## src/rtl/ring_step_decoder.sv

```systemverilog
// ring_step_decoder
//   Consumer end of the one-hot T-state ring timer. It combines the timer step
//   and the instruction opcode into the 16-bit datapath control word. It also
//   drives the timer restart/stop lines back to end instructions early, halt
//   the machine and recover from corrupted ring states, and it keeps retire and
//   fault counters for debug.
//
//   Optional feature macro: SEQ_SINGLE_STEP_EN (adds step_mode / step_go).
//
// Ports
//   clk, reset      clock; synchronous active-high reset
//   t_state[7:0]    one-hot timer step, bit0=T1 .. bit7=T8, 0 while stopped
//   ir_opcode[3:0]  upper nibble of the instruction register
//   carry_flag      ALU carry flag
//   zero_flag       ALU zero flag
//   step_mode       (SEQ_SINGLE_STEP_EN) pause after every retired instruction
//   step_go         (SEQ_SINGLE_STEP_EN) release a paused machine for one instruction
//   ctrl[15:0]      HLT MI RI RO IO II AI AO EO SU BI OI CE CO J FI (bit 15..0)
//   ring_restart    combinational; timer reloads T1 on the next edge
//   ring_stop       registered timer stop
//   halted          sticky HLT indication
//   fault           sticky illegal-ring-state indication
//   fault_cnt       saturating count of fault cycles
//   instr_cnt       wrapping count of retired instructions
module ring_step_decoder #(
    parameter int CNT_W   = 16,
    parameter int FAULT_W = 4
) (
    input  logic               clk,
    input  logic               reset,
    input  logic [7:0]         t_state,
    input  logic [3:0]         ir_opcode,
    input  logic               carry_flag,
    input  logic               zero_flag,
`ifdef SEQ_SINGLE_STEP_EN
    input  logic               step_mode,
    input  logic               step_go,
`endif
    output logic [15:0]        ctrl,
    output logic               ring_restart,
    output logic               ring_stop,
    output logic               halted,
    output logic               fault,
    output logic [FAULT_W-1:0] fault_cnt,
    output logic [CNT_W-1:0]   instr_cnt
);

    localparam logic [15:0] C_HLT = 16'h8000;
    localparam logic [15:0] C_MI  = 16'h4000;
    localparam logic [15:0] C_RI  = 16'h2000;
    localparam logic [15:0] C_RO  = 16'h1000;
    localparam logic [15:0] C_IO  = 16'h0800;
    localparam logic [15:0] C_II  = 16'h0400;
    localparam logic [15:0] C_AI  = 16'h0200;
    localparam logic [15:0] C_AO  = 16'h0100;
    localparam logic [15:0] C_EO  = 16'h0080;
    localparam logic [15:0] C_SU  = 16'h0040;
    localparam logic [15:0] C_BI  = 16'h0020;
    localparam logic [15:0] C_OI  = 16'h0010;
    localparam logic [15:0] C_CE  = 16'h0008;
    localparam logic [15:0] C_CO  = 16'h0004;
    localparam logic [15:0] C_J   = 16'h0002;
    localparam logic [15:0] C_FI  = 16'h0001;

    function automatic logic [FAULT_W-1:0] sat_inc(input logic [FAULT_W-1:0] v);
        return (&v) ? v : v + FAULT_W'(1);
    endfunction

    logic [3:0] op_q;
    logic       one_hot;
    logic       legal_step;
    logic       idle;
    logic       last;
    logic       retire;
    logic       fault_ev;
    logic       hlt_dec;
    logic       latch_op;

    assign one_hot    = (t_state != 8'h00) && ((t_state & (t_state - 8'h01)) == 8'h00);
    // T6..T8 can only be reached if a restart was missed.
    assign legal_step = one_hot && (t_state[7:5] == 3'b000);

`ifdef SEQ_SINGLE_STEP_EN
    logic park_q;
    // While parked, ignore the ring until the timer has been released and
    // shows its first step again.
    assign idle = park_q && (ring_stop || (t_state == 8'h00));
`else
    assign idle = 1'b0;
`endif

    always_comb begin
        ctrl         = 16'h0000;
        ring_restart = 1'b0;
        last         = 1'b0;
        retire       = 1'b0;
        fault_ev     = 1'b0;
        hlt_dec      = 1'b0;
        latch_op     = 1'b0;
        if (reset) begin
            ring_restart = 1'b1;
        end else if (halted || idle) begin
            ctrl = 16'h0000;
        end else if (!legal_step) begin
            ring_restart = 1'b1;
            fault_ev     = 1'b1;
        end else begin
            case (t_state)
                8'h01: ctrl = C_CO | C_MI;
                8'h02: ctrl = C_RO | C_II | C_CE;
                8'h04: begin
                    latch_op = 1'b1;
                    last     = 1'b1;
                    case (ir_opcode)
                        4'd0, 4'd1, 4'd2, 4'd3: begin
                            ctrl = C_IO | C_MI;
                            last = 1'b0;
                        end
                        4'd4:    ctrl = C_IO | C_AI;
                        4'd5:    ctrl = C_IO | C_J;
                        4'd6:    ctrl = carry_flag ? (C_IO | C_J) : 16'h0000;
                        4'd7:    ctrl = zero_flag ? (C_IO | C_J) : 16'h0000;
                        4'd14:   ctrl = C_AO | C_OI;
                        4'd15: begin
                            ctrl    = C_HLT;
                            hlt_dec = 1'b1;
                        end
                        default: ctrl = 16'h0000;
                    endcase
                end
                8'h08: begin
                    case (op_q)
                        4'd0: begin ctrl = C_RO | C_AI; last = 1'b1; end
                        4'd1, 4'd2: ctrl = C_RO | C_BI;
                        4'd3: begin ctrl = C_AO | C_RI; last = 1'b1; end
                        // No T4 for this opcode: pull the ring back without retiring.
                        default: ring_restart = 1'b1;
                    endcase
                end
                8'h10: begin
                    case (op_q)
                        4'd1: begin ctrl = C_EO | C_AI | C_FI; last = 1'b1; end
                        4'd2: begin ctrl = C_EO | C_AI | C_FI | C_SU; last = 1'b1; end
                        default: ring_restart = 1'b1;
                    endcase
                end
                default: ring_restart = 1'b1;
            endcase
            if (last) begin
                ring_restart = 1'b1;
                retire       = 1'b1;
            end
        end
    end

    always_ff @(posedge clk) begin
        if (reset) begin
            op_q      <= 4'h0;
            ring_stop <= 1'b0;
            halted    <= 1'b0;
            fault     <= 1'b0;
            fault_cnt <= '0;
            instr_cnt <= '0;
`ifdef SEQ_SINGLE_STEP_EN
            park_q    <= 1'b0;
`endif
        end else begin
            if (latch_op) op_q <= ir_opcode;
            if (retire) instr_cnt <= instr_cnt + CNT_W'(1);
            if (fault_ev) begin
                fault     <= 1'b1;
                fault_cnt <= sat_inc(fault_cnt);
            end
`ifdef SEQ_SINGLE_STEP_EN
            if (park_q && !ring_stop && (t_state != 8'h00) && !halted) park_q <= 1'b0;
            if (retire && step_mode && !hlt_dec) begin
                ring_stop <= 1'b1;
                park_q    <= 1'b1;
            end else if (step_go && ring_stop && park_q && !halted) begin
                ring_stop <= 1'b0;
            end
`endif
            if (hlt_dec) begin
                halted    <= 1'b1;
                ring_stop <= 1'b1;
            end
        end
    end

endmodule

```

## config.mk

```make
export PLATFORM = sky130hd
export DESIGN_NAME = ring_step_decoder
export DESIGN_NICKNAME = d
export VERILOG_FILES = /design/src/rtl/ring_step_decoder.sv
export SDC_FILE = /design/constraint.sdc
export NUM_CORES = 1
export LEC_CHECK = 0
export CORE_MARGIN = 2
export CORE_UTILIZATION = 48
export CTS_BUF_LIST = sky130_fd_sc_hd__clkbuf_4
export DETAILED_ROUTE_END_ITERATION = 16
export DONT_BUFFER_PORTS = 1
export GPL_TIMING_DRIVEN = 0
export PLACE_DENSITY_LB_ADDON = 0.25
export RECOVER_POWER = 100
export SETUP_SLACK_MARGIN = 0.3
export SLEW_MARGIN = 30
export SYNTH_ARGS = -nofsm -noshare
export SYNTH_HDL_FRONTEND = slang
export SYNTH_SLANG_ARGS = --single-unit
```

## constraint.sdc

```tcl
create_clock -name clk -period 2.01 [get_ports clk]
set_clock_uncertainty 0.05 [all_clocks]
set_input_delay 0.402 -clock clk [delete_from_list [all_inputs] [get_ports clk]]
set_output_delay 0.402 -clock clk [all_outputs]
set_load 0.02 [all_outputs]
```

Word level (Yosys, flattened, before mapping)
Index checks and enable logic that the tools add are counted.

Add/sub/neg operators: 3. Equal/unequal tests: 17. Mux-type cells: 39. Bitwise logic cells: 2. Reductions and logical operators: 14.

Operators with widths (count): $pmux W16 S7 (1); $pmux W16 S5 (1); $mux W16 (3); $pmux W14 S3 (1); $mux W1 (28); $mux W12 (2); $pmux W10 S2 (1); $add A16 B1 Y16 const B (1); $eq A4 B2 Y1 const B (4); $eq A4 B3 Y1 const B (4); $and A8 B8 Y8 (1); $eq A4 B1 Y1 const B (2); $eq A4 B4 Y1 const B (2); $eq A8 B1 Y1 const B (1); $eq A8 B2 Y1 const B (1); $eq A8 B3 Y1 const B (1); $eq A8 B4 Y1 const B (1); $eq A8 B5 Y1 const B (1); $logic_not A4 Y1 (2); $logic_not A8 Y1 (1); $reduce_bool A8 Y1 (1); $reduce_or A4 Y1 (2); $sub A8 B1 Y8 const B (1); $pmux W1 S3 (2); 8 further kinds (10).

Register bits: 26. Input bits: 16. Output and inout bits: 40. Logic and storage cells: 80.

Logic depth before layout (Yosys ltp)
Word-level depth: 12. Gate-level depth with buffers: 7. Depth with buffers taken out: 6.

Worst setup path after synthesis
No wires, ideal clock.

Kind: in2out. From: input t_state[5]. To: output ctrl[7]. Data arrival time: 2.210 ns. Data required time: 1.558 ns. Setup slack: -0.652 ns. Stages: 7. Buffers on the path: 3. Cells stage by stage: or3_1 clkbuf_1 nor2_1 o21ai_0 clkbuf_1 nor3_1 buf_4.

Longest elaborated chain between the ends: 8. Elaborated cells on any way between the ends: 16. Classes of those cells: add/sub: 1; eq/ne: 5; mux: 4; bitwise: 1; reduce/logical: 5.

Ends and longest elaborated chain: from (decl) (line 31) `input logic [7:0] t_state,`; $sub A8 B1 Y8 (line 79) `assign one_hot = (t_state != 8'h00) && ((t_state & (t_state - 8'h01)) == 8'h00);`; $and A8 B8 Y8 (line 79); $logic_not A8 Y1 (line 79); $logic_and A1 B1 Y1 (line 79); $logic_and A1 B1 Y1 (line 81) `assign legal_step = one_hot && (t_state[7:5] == 3'b000);`; $mux W16 (*) (line 104) `end else if (!legal_step) begin`; $mux W16 (*) (line 102) `end else if (halted || idle) begin`; $mux W16 (*) (line 100) `if (reset) begin`; to (decl) (line 39) `output logic [15:0] ctrl,`.

Every way passes the cells marked *; elsewhere a longest branch is shown, timed or not.

Worst setup path after layout
From: register op_q[1]. To: output ring_restart.

Longest elaborated chain between the ends: 11. Elaborated cells on any way between the ends: 20. Classes of those cells: eq/ne: 3; mux: 13; reduce/logical: 4.

Ends and longest elaborated chain: from (decl) (line 69) `logic [3:0] op_q;`; from (signal assigned) (line 168) `if (latch_op) op_q <= ir_opcode;`; $eq A4 B2 Y1 (tied with other cells) (line 132, 141); $reduce_or A2 Y1 (no source line); $mux W1 (on tied branches) (line 141, 132); $pmux W1 S3 (line 108) `case (t_state)`; $mux W1 (line 104); $mux W1 (line 102); $mux W1 (line 100); $mux W1 (*) (line 149) `if (last) begin`; $mux W1 (*) (line 104); $mux W1 (*) (line 102); $mux W1 (*) (line 100); to (decl) (line 40) `output logic ring_restart,`.

Every way passes the cells marked *; elsewhere a longest branch is shown, timed or not. The select of a mux whose other input is x is not followed.

==> results_dict.tcl <==
set metrics [dict create \
    synth_top_area_share_pct 28.45 \
    htree_levels 1 \
    antenna_found_initial 0 \
    netlist_area_um2 1829 \
    end_kind "output port" \
    synth_area_leaders "dfxtp_1 (28%), a21oi_1 (5.7%), nand3_1 (3.6%)" \
    power.leakage_nw 1.050 \
    dp_hpwl_um 3683 \
    ys_top_cells_by_count "dfxtp_1 (26), a21oi_1 (21), nor2_1 (16)" \
    switching_power_mw 0.3219 \
    critPathLaunchType "flop" \
    swShare_pct 28.23 \
    drt_iter0_drc 229 \
    clock-sinks 26 \
    first_pass_iters 5 \
    max-slew-margin-rel_pct 60.95 \
    maxCapViolCount 0 \
    synth-seq-area-share_pct 28.45 \
    worst_path_max_delay_cell "dfxtp_2" \
    setup_slack_ns -0.3504 \
    first_global_vias 2110 \
    synthCells 226 \
    synth.most_common_cell "dfxtp_1" \
    synth_flop_cell "dfxtp_1" \
    grt_start_max_net_pins 16 \
    start_util_pct 49.97 \
    nFillCells 201 \
    max_stage_delay_ns 0.36 \
    crit_type "flop to output port" \
    synth_edf_count 0 \
    die_area_um2 4320 \
    p_seq_share_pct 46.2 \
    placed_cell_area_um2 2160 \
    cts_tree "yes" \
    pwr-share-comb_pct 19.6 \
    synthArstFlopShare_pct 0 \
    diodes 0 \
    hold_ws_ns 0.1733 \
    drv_slew 0 \
    drc 0 \
    grt_usage_pct 31.82 \
    cts_made_buffers 3 \
    place.gp.congestion 0.8849 \
    intPower_mw 0.8184 \
    drive_gt1_share_pct 50.90 \
    power_density_nw_per_um2 379.7 \
    io_buffers 0 \
    synth_top_cell_by_area "dfxtp_1" \
    finalWirelength_um 7883 \
    via_count 2290 \
    finalCriticalPeriod_ns 2.360 \
    row_count 22 \
    placed_cells 274 \
    status "complete, but fails checks" \
    crit_chain "buf_6 -> and4bb_2 -> a211o_4 -> a22oi_2 -> a31o_2 -> nand2_4" \
    netlist-cell-type-count 61 \
    pwr-share-clk_pct 34.2 \
    crit_arrival_ns 1.91 \
    fin_cells 325 \
    max_freq_ghz 0.4237 \
    syn_to_final_growth_pct 64.16 \
    via_per_inst 7.046 \
    wl_per_cell_um 24.26 \
    grt.overflow.total 0 \
    synth_seq_cells 26 \
    final_hold_viol_count 0 \
    violations "negative setup slack" \
    clk_latency_ns 0.35 \
    rsz0062_at_grt "yes" \
    required_ns 1.56 \
    path_max_fanout 6 \
    yosys_warnings 0 \
    cts.clk_slew.worst_paths_ns 0.15 \
    tightest_slew_ns 0.5858 \
    final_nets 296 \
    setup_viol 30 \
    synth_fp_nets 244 \
    grt_first_pass_wirelength_um 10640 \
    ant_nets 0 \
    min_path_type "primary input to flop" \
    die_w_um 65.73 \
    timing.final.crit_share_pct 117.4 \
    ioPinCount 56 \
    cts_buffer_depth 2 \
    tns_ns -4.965 \
    synth_area_per_cell_um2 8.094 \
    core_um2 3661 \
    ir_drop_mv 0.3025 \
    ctsHoldBuffers 0 \
    die_h_um 65.73 \
    final_cell_area_um2 3003 \
    clockRootBuffer "clkbuf_4" \
]
==> registers in the layout, summed over array words and instances, names as in the netlist <==
| register | cells |
|---|---|
| op_q | 4 |
| instr_cnt | 16 |
| fault_cnt | 4 |
| fault | 1 |
| halted | 1 |
==> placed cells by master (no fill, tap or decap), types with 3 or more instances in the layout <==
master,n
a21oi_1,15
a21oi_2,4
and3_1,4
buf_4,29
buf_6,19
buf_8,5
clkbuf_1,4
clkbuf_4,3
dfxtp_1,17
dfxtp_2,6
dfxtp_4,3
inv_1,11
mux2i_1,5
nand2_1,9
nand2_4,3
nand2b_1,3
nand3_1,8
nand3_2,3
nand4_1,8
nand4b_1,3
nor2_1,11
nor2_4,7
nor3_4,7
o21ai_0,3
o31ai_1,4
o31ai_2,3
o41ai_2,3
or3_4,4
or4_1,4
==> cell families (layout without fill, tap and decap cells) <==
group,Yosys count,in the layout,synth area share [%]
buffers and inverters,25,75,6.908
AO/OA/AOI/OAI,68,69,27.43
adder cells (fa/ha/maj),2,2,1.368
multiplexers,6,6,3.352
AND/OR/NAND/NOR,97,97,31.53
flip-flops,26,26,28.45
XOR/XNOR,2,2,0.9578
==> worst max-delay path, delay by kind of cell, from the launching register on <==
| kind | cells | cell delay [ns] |
|---|---|---|
| AO/OA/AOI/OAI | 3 | 0.78 |
| flip-flops | 1 | 0.36 |
| AND/OR/NAND/NOR | 2 | 0.32 |
| buffers and inverters | 1 | 0.12 |
==> power by group through the flow <==
stage	clock network (mW)	registers (mW)	logic, mW
5_1_grt	0.410	0.528	0.231
3_5_place_dp	0	0.542	0.129
2_1_floorplan	0	0.541	0.109
6_report	0.390	0.527	0.223
4_1_cts	0.379	0.519	0.185
3_3_place_gp	0	0.542	0.128
==> repair_timing <==
action	in CTS	in global routing
buffers inserted	30	16
hold endpoints to repair	0	0
cloned	1	0
setup endpoints to repair	41	39
pin swaps	29	19
gates resized for setup	66	29
==> path summary, 6_finish.rpt <==
| path | startpoint | end | slack (ns) | depth (start not counted) |
|---|---|---|---|---|
| max reg2reg | op_q[1]$_SDFFE_PP0P_ | instr_cnt[9]$_SDFFE_PP0P_ | -0.26 | 9 |
| min reg2reg | instr_cnt[3]$_SDFFE_PP0P_ | instr_cnt[3]$_SDFFE_PP0P_ | 0.53 | 2 |
| max | op_q[1]$_SDFFE_PP0P_ | ring_restart | -0.35 | 6 |
| min | ir_opcode[2] | op_q[2]$_SDFFE_PP0P_ | 0.17 | 2 |
==> metal layers <==
metal  vias up  share of wire, %  track usage, %
met5         -                 0               0
met4         0               4.5           9.375
met3        42               9.9           6.678
met2       182                49           57.07
met1      1085                37           37.78
li1        981                 -               -
==> per-stage QoR <==
| stage | util (%) | total power, mW | worst slack, ns |
|---|---|---|---|
| after floorplan | - | 0.6498 | -0.1759 |
| after global routing | 82.02 | 1.170 | -0.4157 |
| after global placement | 58.99 | 0.6702 | -0.3080 |
| final | 82.02 | 1.140 | -0.3504 |
| after detailed placement | 58.99 | 0.6715 | -0.3426 |
| after CTS | 75.77 | 1.083 | -0.3200 |
==> area by class of cell <==
cell class              count  area [µm²]  share of cell area, %
plain buffers              14       161.4                  5.375
clock buffers               3       22.52                 0.7500
clock inverters             1       30.03                  1.000
inverters                  11       41.29                  1.375
multi-input cells         176        1730                  57.63
flip-flops and latches     26       539.3                  17.96
well taps                  48       60.06                  2.000
repair buffers             46       417.9                  13.92
Power figures use the tool's default switching activity.
